--- config.mk ---
export PLATFORM = sky130hd
export DESIGN_NAME = mem_port_arbiter
export DESIGN_NICKNAME = d
export VERILOG_FILES = /design/src/rtl/mem_port_arbiter.sv
export SDC_FILE = /design/constraint.sdc
export NUM_CORES = 1
export LEC_CHECK = 0
export BUFFER_PORTS_ARGS = -buffer_cell sky130_fd_sc_hd__buf_2
export CAP_MARGIN = 20
export CORE_UTILIZATION = 43
export CTS_BUF_LIST = sky130_fd_sc_hd__clkbuf_16
export CTS_CLUSTER_SIZE = 28
export DETAILED_ROUTE_END_ITERATION = 16
export PLACE_DENSITY = 0.74
export SLEW_MARGIN = 20
export SYNTH_ARGS = -nofsm -noshare
export SYNTH_HDL_FRONTEND = slang
export SYNTH_SLANG_ARGS = --single-unit
--- constraint.sdc ---
create_clock -name clk1 -period 3.5 [get_ports clk1]
set_input_delay 0.7 -clock clk1 [delete_from_list [all_inputs] [get_ports clk1]]
set_output_delay 0.7 -clock clk1 [all_outputs]
set_load 0.02 [all_outputs]
--- src/rtl/mem_port_arbiter.sv ---
// mem_port_arbiter: fetch/data arbitration onto one single-port synchronous memory; define ARB_PERF_EN to add conflict_cnt
module mem_port_arbiter #(
  parameter int AW         = 10,
  parameter int DW         = 32,
  parameter int MEM_LAT    = 1,
  parameter int STARVE_MAX = 2
) (
  input  logic          clk1,
  input  logic          rst,
  input  logic          if_req,
  input  logic [AW-1:0] if_addr,
  output logic          if_gnt,
  output logic          if_valid,
  output logic [DW-1:0] if_rdata,
  input  logic          d_req,
  input  logic          d_we,
  input  logic [AW-1:0] d_addr,
  input  logic [DW-1:0] d_wdata,
  output logic          d_gnt,
  output logic          d_valid,
  output logic [DW-1:0] d_rdata,
  output logic          m_en,
  output logic          m_we,
  output logic [AW-1:0] m_addr,
  output logic [DW-1:0] m_wdata,
  input  logic [DW-1:0] m_rdata,
  output logic          busy
`ifdef ARB_PERF_EN
  ,
  output logic [15:0]   conflict_cnt
`endif
);
  typedef enum logic [1:0] {IDLE, ACCESS, WAIT, RESP} state_t;
  state_t state, state_nx;
  logic own_d, we_q, start, pick_d, last_wait;
  logic [3:0] starve, wcnt;
  assign start     = state == IDLE && (if_req || d_req);
  assign pick_d    = d_req && !(if_req && starve == 4'(STARVE_MAX));
  assign last_wait = state == WAIT && wcnt == 4'(MEM_LAT - 1);
  // state register
  always_ff @(posedge clk1 or posedge rst)
    if (rst) state <= IDLE;
    else state <= state_nx;
  // next state and memory/handshake outputs; only ACCESS touches the memory
  always_comb begin
    state_nx = state;
    case (state)
      IDLE:    state_nx = start ? ACCESS : IDLE;
      ACCESS:  state_nx = WAIT;
      WAIT:    state_nx = last_wait ? RESP : WAIT;
      default: state_nx = IDLE;
    endcase
    m_en     = state == ACCESS;
    m_we     = state == ACCESS && we_q;
    if_gnt   = state == ACCESS && !own_d;
    d_gnt    = state == ACCESS && own_d;
    if_valid = state == RESP && !own_d;
    d_valid  = state == RESP && own_d;
    busy     = state != IDLE;
  end
  // latch the winning request and track how long fetch has been passed over
  always_ff @(posedge clk1 or posedge rst)
    if (rst) begin
      own_d   <= 1'b0;
      we_q    <= 1'b0;
      m_addr  <= '0;
      m_wdata <= '0;
      starve  <= '0;
    end else if (start) begin
      own_d   <= pick_d;
      we_q    <= pick_d && d_we;
      m_addr  <= pick_d ? d_addr : if_addr;
      m_wdata <= pick_d ? d_wdata : '0;
      starve  <= !pick_d ? '0 : (if_req && starve != 4'(STARVE_MAX)) ? starve + 4'd1 : starve;
    end
  // memory latency counter, restarted on every WAIT entry
  always_ff @(posedge clk1 or posedge rst)
    if (rst) wcnt <= '0;
    else wcnt <= state == WAIT ? wcnt + 4'd1 : '0;
  // capture read data for the owner; stores leave d_rdata untouched
  always_ff @(posedge clk1 or posedge rst)
    if (rst) begin
      if_rdata <= '0;
      d_rdata  <= '0;
    end else if (last_wait) begin
      if (!own_d) if_rdata <= m_rdata;
      if (own_d && !we_q) d_rdata <= m_rdata;
    end
`ifdef ARB_PERF_EN
  // saturating count of idle cycles where both requesters compete
  always_ff @(posedge clk1 or posedge rst)
    if (rst) conflict_cnt <= '0;
    else if (state == IDLE && if_req && d_req && conflict_cnt != 16'hFFFF) conflict_cnt <= conflict_cnt + 16'd1;
`endif
endmodule

======== Word level (Yosys, flattened, before mapping) ========
Cells that the tools add are included.
storage, ports and cells
  output and inout port bits .............. 113
  input port bits ......................... 89
  flip-flop bits (word level) ............. 118
  word-level logic and storage cells ...... 48
cells by class
  multiplexer cells ....................... 8
  bitwise operators ....................... 1
  equality and inequality tests ........... 6
  reductions and logical operators ........ 22
  $add $sub $neg .......................... 2
operator list
  kind                 count
  $mux 32              1
  $logic_and 1x1->1    12
  $mux 4               3
  $mux 10              1
  $add 4x1->4 const B  2
  $pmux 2 s3           1
  $reduce_and 2->1     3
  $eq 2x2->1 const B   2
  $eq 4x2->1 const B   1
  $logic_not 4->1      1
  $ne 4x2->1 const B   1
  $logic_not 1->1      3
  $eq 2x1->1 const B   1
  $logic_not 2->1      1
  $mux 1               2
  $ne 2x1->1 const B   1
  $reduce_bool 2->1    1
  $logic_or 1x1->1     1
  $not 1->1            1

======== Logic depth before layout (Yosys ltp) ========
  depth in word-level cells ............... 6
  gate-level depth with buffers ........... 7
  depth with buffers taken out ............ 5

======== Least setup slack after synthesis ========
No wires, ideal clock.
  kind .................................... reg-to-output
  start ................................... register state[0]
  end ..................................... output port busy
  arrival time ............................ 1.253 ns
  cell stages (with the launch flop) ...... 6
  path slack .............................. 1.547 ns
  required time ........................... 2.800 ns
  path buffers ............................ 2
  cell sequence ........................... dfrtp_1 -> inv_1 -> ha_1 -> clkbuf_1 -> clkbuf_1 -> inv_1
on the way
  word-level cells in the longest chain between the ends .. 1
ends and longest elaborated chain
  what                    RTL line  source
  from (decl)             34        state_t state, state_nx;
  from (signal assigned)  43        else state <= state_nx;
  $reduce_bool 2->1       59        busy = state != IDLE;
  to (decl)               27        output logic busy
Every way passes these cells.

======== Final worst setup path ========
Same ends and word-level chain as after synthesis.

==> flow_summary.json <==
{
  "status": "complete, no violations",
  "die_x_um": 108,
  "synth_cells": 329,
  "avgSynthCellArea_um2": 14.6,
  "grt_pass1_vias": 3406,
  "ir_drop_mv": 0.612,
  "cts_buffers": 17,
  "ys_ff_latch": 118,
  "leakage_nw": 3.36,
  "synth_top_family_by_area": "multiplexers",
  "cts-root-buf": "clkbuf_16",
  "grt_first_pass_wirelength_um": 16800,
  "die_area_um2": 11600,
  "cap_viol_max_count": 0,
  "design_area_um2": 6410,
  "critPathMaxFanout": 17,
  "clock-sinks": 118,
  "tightest_slew_ps": 875,
  "clk-insertion-delay-late_ps": 400,
  "cp.arrival_ps": 1490,
  "hold_buffers": 0,
  "fmax_mhz": 457,
  "finalPower_w": 0.00677,
  "drv_slew": 0,
  "period_needed_ps": 2190,
  "synth-simple-area-share": 0.0609,
  "netlist_area_um2": 4810,
  "whs_ps": 468,
  "syn2layout_area_growth_pct": 33.3,
  "finalSetupTns_ps": 0,
  "clkTransAtPathRegs_ps": 50,
  "cts.path.max_buffers": 2,
  "cp_cell_sequence": "inv_1, ha_1, buf_4, inv_1, buf_2",
  "crit_required_ps": 2800,
  "drt_wl_total_um": 10700,
  "syn-num-nets": 427,
  "worstSetupStartpointType": "register",
  "firstDrtPassIters": 4,
  "final.fill_count": 881,
  "start_util": 0.442,
  "rsz0062_at_grt": "no",
  "r2r_slack_ps": 1340,
  "fp.dieH_um": 108,
  "cts_setup_buffers": 0,
  "vias_per_cell": 5.00,
  "ys_seq_area_frac": 0.614,
  "place.port_buffers": 201,
  "drc": 0,
  "placed_cell_area_um2": 5930,
  "cts_tree": "yes",
  "clock_skew_ps": 6.91,
  "drt_iter0_drc": 146,
  "num_io_pins": 202,
  "drive_above_1_share": 0.545,
  "path_common_cell": "inv_1",
  "synth_compound_area_frac": 0.0880,
  "antenna_found_initial": 0,
  "slew-limit-headroom": 0.415,
  "htreeDepth": 4,
  "core-area_um2": 10900,
  "dp_hpwl_um": 7420,
  "synth_cell_type_count": 31,
  "final_net_count": 632,
  "layout.cells.most_common_list": "201 x buf_2, 118 x dfrtp_1, 34 x a22o_1, 34 x mux2_2, 30 x mux2_4",
  "place.gp.congestion": 0.757,
  "synth_warnings": 0,
  "critPathSlowestCell": "dfrtp_1",
  "fin_util": 0.588,
  "hold_path.class": "input pin to async pin",
  "wl_per_cell_um": 15.6,
  "muxShareOfSynthArea": 0.175,
  "grt_start_max_net_pins": 58,
  "diodes": 0,
  "path_class": "register to output pin",
  "overflow": 0,
  "antenna_left": 0,
  "cts_resized": 0,
  "hold_viol": 0,
  "cpPeakStageDelay_ps": 410,
  "yosys.area_share.adder": 0.0234,
  "grt_usage": 0.192,
  "synthXorXnorAreaFrac": 0.00364,
  "power.density_nw_per_um2": 1060,
  "final_common_cell": "buf_2",
  "row_count": 38,
  "finalCritPeriodShare": 0.625,
  "finalSetupViolCount": 0,
  "path_buf_inv": 4,
  "worstSetupEndpointType": "output pin",
  "critPathTopFamily": "buffers and inverters",
  "num_vias": 3427
}
final cells by class:
type | count | area, um^2 | area share
Clock buffer | 17 | 425 | 0.0664
Timing Repair Buffer | 207 | 1060 | 0.166
Inverter | 7 | 30.0 | 0.00469
Multi-Input combinational cell | 183 | 1710 | 0.266
Tap cell | 140 | 175 | 0.0273
Sequential cell | 118 | 2950 | 0.461
Clock inverter | 13 | 53.8 | 0.00840
cell usage after synthesis, drive strengths merged:
master | number | share of area
nand2 | 24 | 0.019
ha | 9 | 0.023
nand4bb | 2 | 0.0047
mux2i | 1 | 0.0021
o21ai | 3 | 0.0031
o211ai | 10 | 0.016
xnor2 | 1 | 0.0018
a21o | 1 | 0.0016
or3b | 1 | 0.0018
buf | 9 | 0.020
nand3 | 3 | 0.0031
and2 | 7 | 0.0091
o21a | 1 | 0.0016
o31ai | 2 | 0.0031
inv | 7 | 0.0055
and3 | 1 | 0.0013
nor2 | 1 | 0.00078
and3b | 1 | 0.0018
a21oi | 1 | 0.0010
a22o | 34 | 0.062
nand4 | 10 | 0.013
dfrtp | 118 | 0.61
nor2b | 5 | 0.0065
clkbuf | 12 | 0.0094
xor2 | 1 | 0.0018
mux2 | 64 | 0.17
per-stage QoR:
stage / instances / setup slack, ps
floorplan: 329 / 1360
global placement: 655 / 1030
detailed placement: 655 / 950
CTS: 685 / 1140
global route: 685 / 1220
finish: 685 / 1310
per-layer routing:
layer,up-vias,track usage,part of all wire
met4,0,0.0851,0.014
met2,156,0.314,0.48
met5,-,0,0
li1,1588,-,-
met3,13,0.0605,0.071
met1,1670,0.232,0.44
path summary, 6_finish.rpt:
check | cells after the start | endpoint | from
hold / removal | 2 | m_wdata[26] | rst
setup reg to reg | 5 | d_rdata[28] | state[0]
min in group clk1 | 1 | wcnt[0] | wcnt[0]
max in group asynchronous | 3 | if_rdata[16] | rst
setup / recovery | 5 | busy | state[0]
hold reg to reg | 1 | wcnt[0] | wcnt[0]
kinds of logic after synthesis:
kind of cell	count (synthesis)
AOI/OAI and AO/OA	52
xor gates and xnor gates	2
adders and majority gates	9
buffers and inverters	28
DFF	118
muxes	65
and+or+nand+nor	55
power breakdown:
group,switching [W],internal (W)
Clock,0.000549,0.000862
Sequential,0.000375,0.00202
Combinational,0.00165,0.00131
Total,0.00257,0.00419
state kept, by name, summed over array words and instances, names as in the netlist:
signal / flops
wcnt: 4
d_rdata: 32
we_q: 1
starve: 4
m_wdata: 32
state: 2
own_d: 1
if_rdata: 32
m_addr: 10
Note: power is estimated with default switching activity, not from simulation.
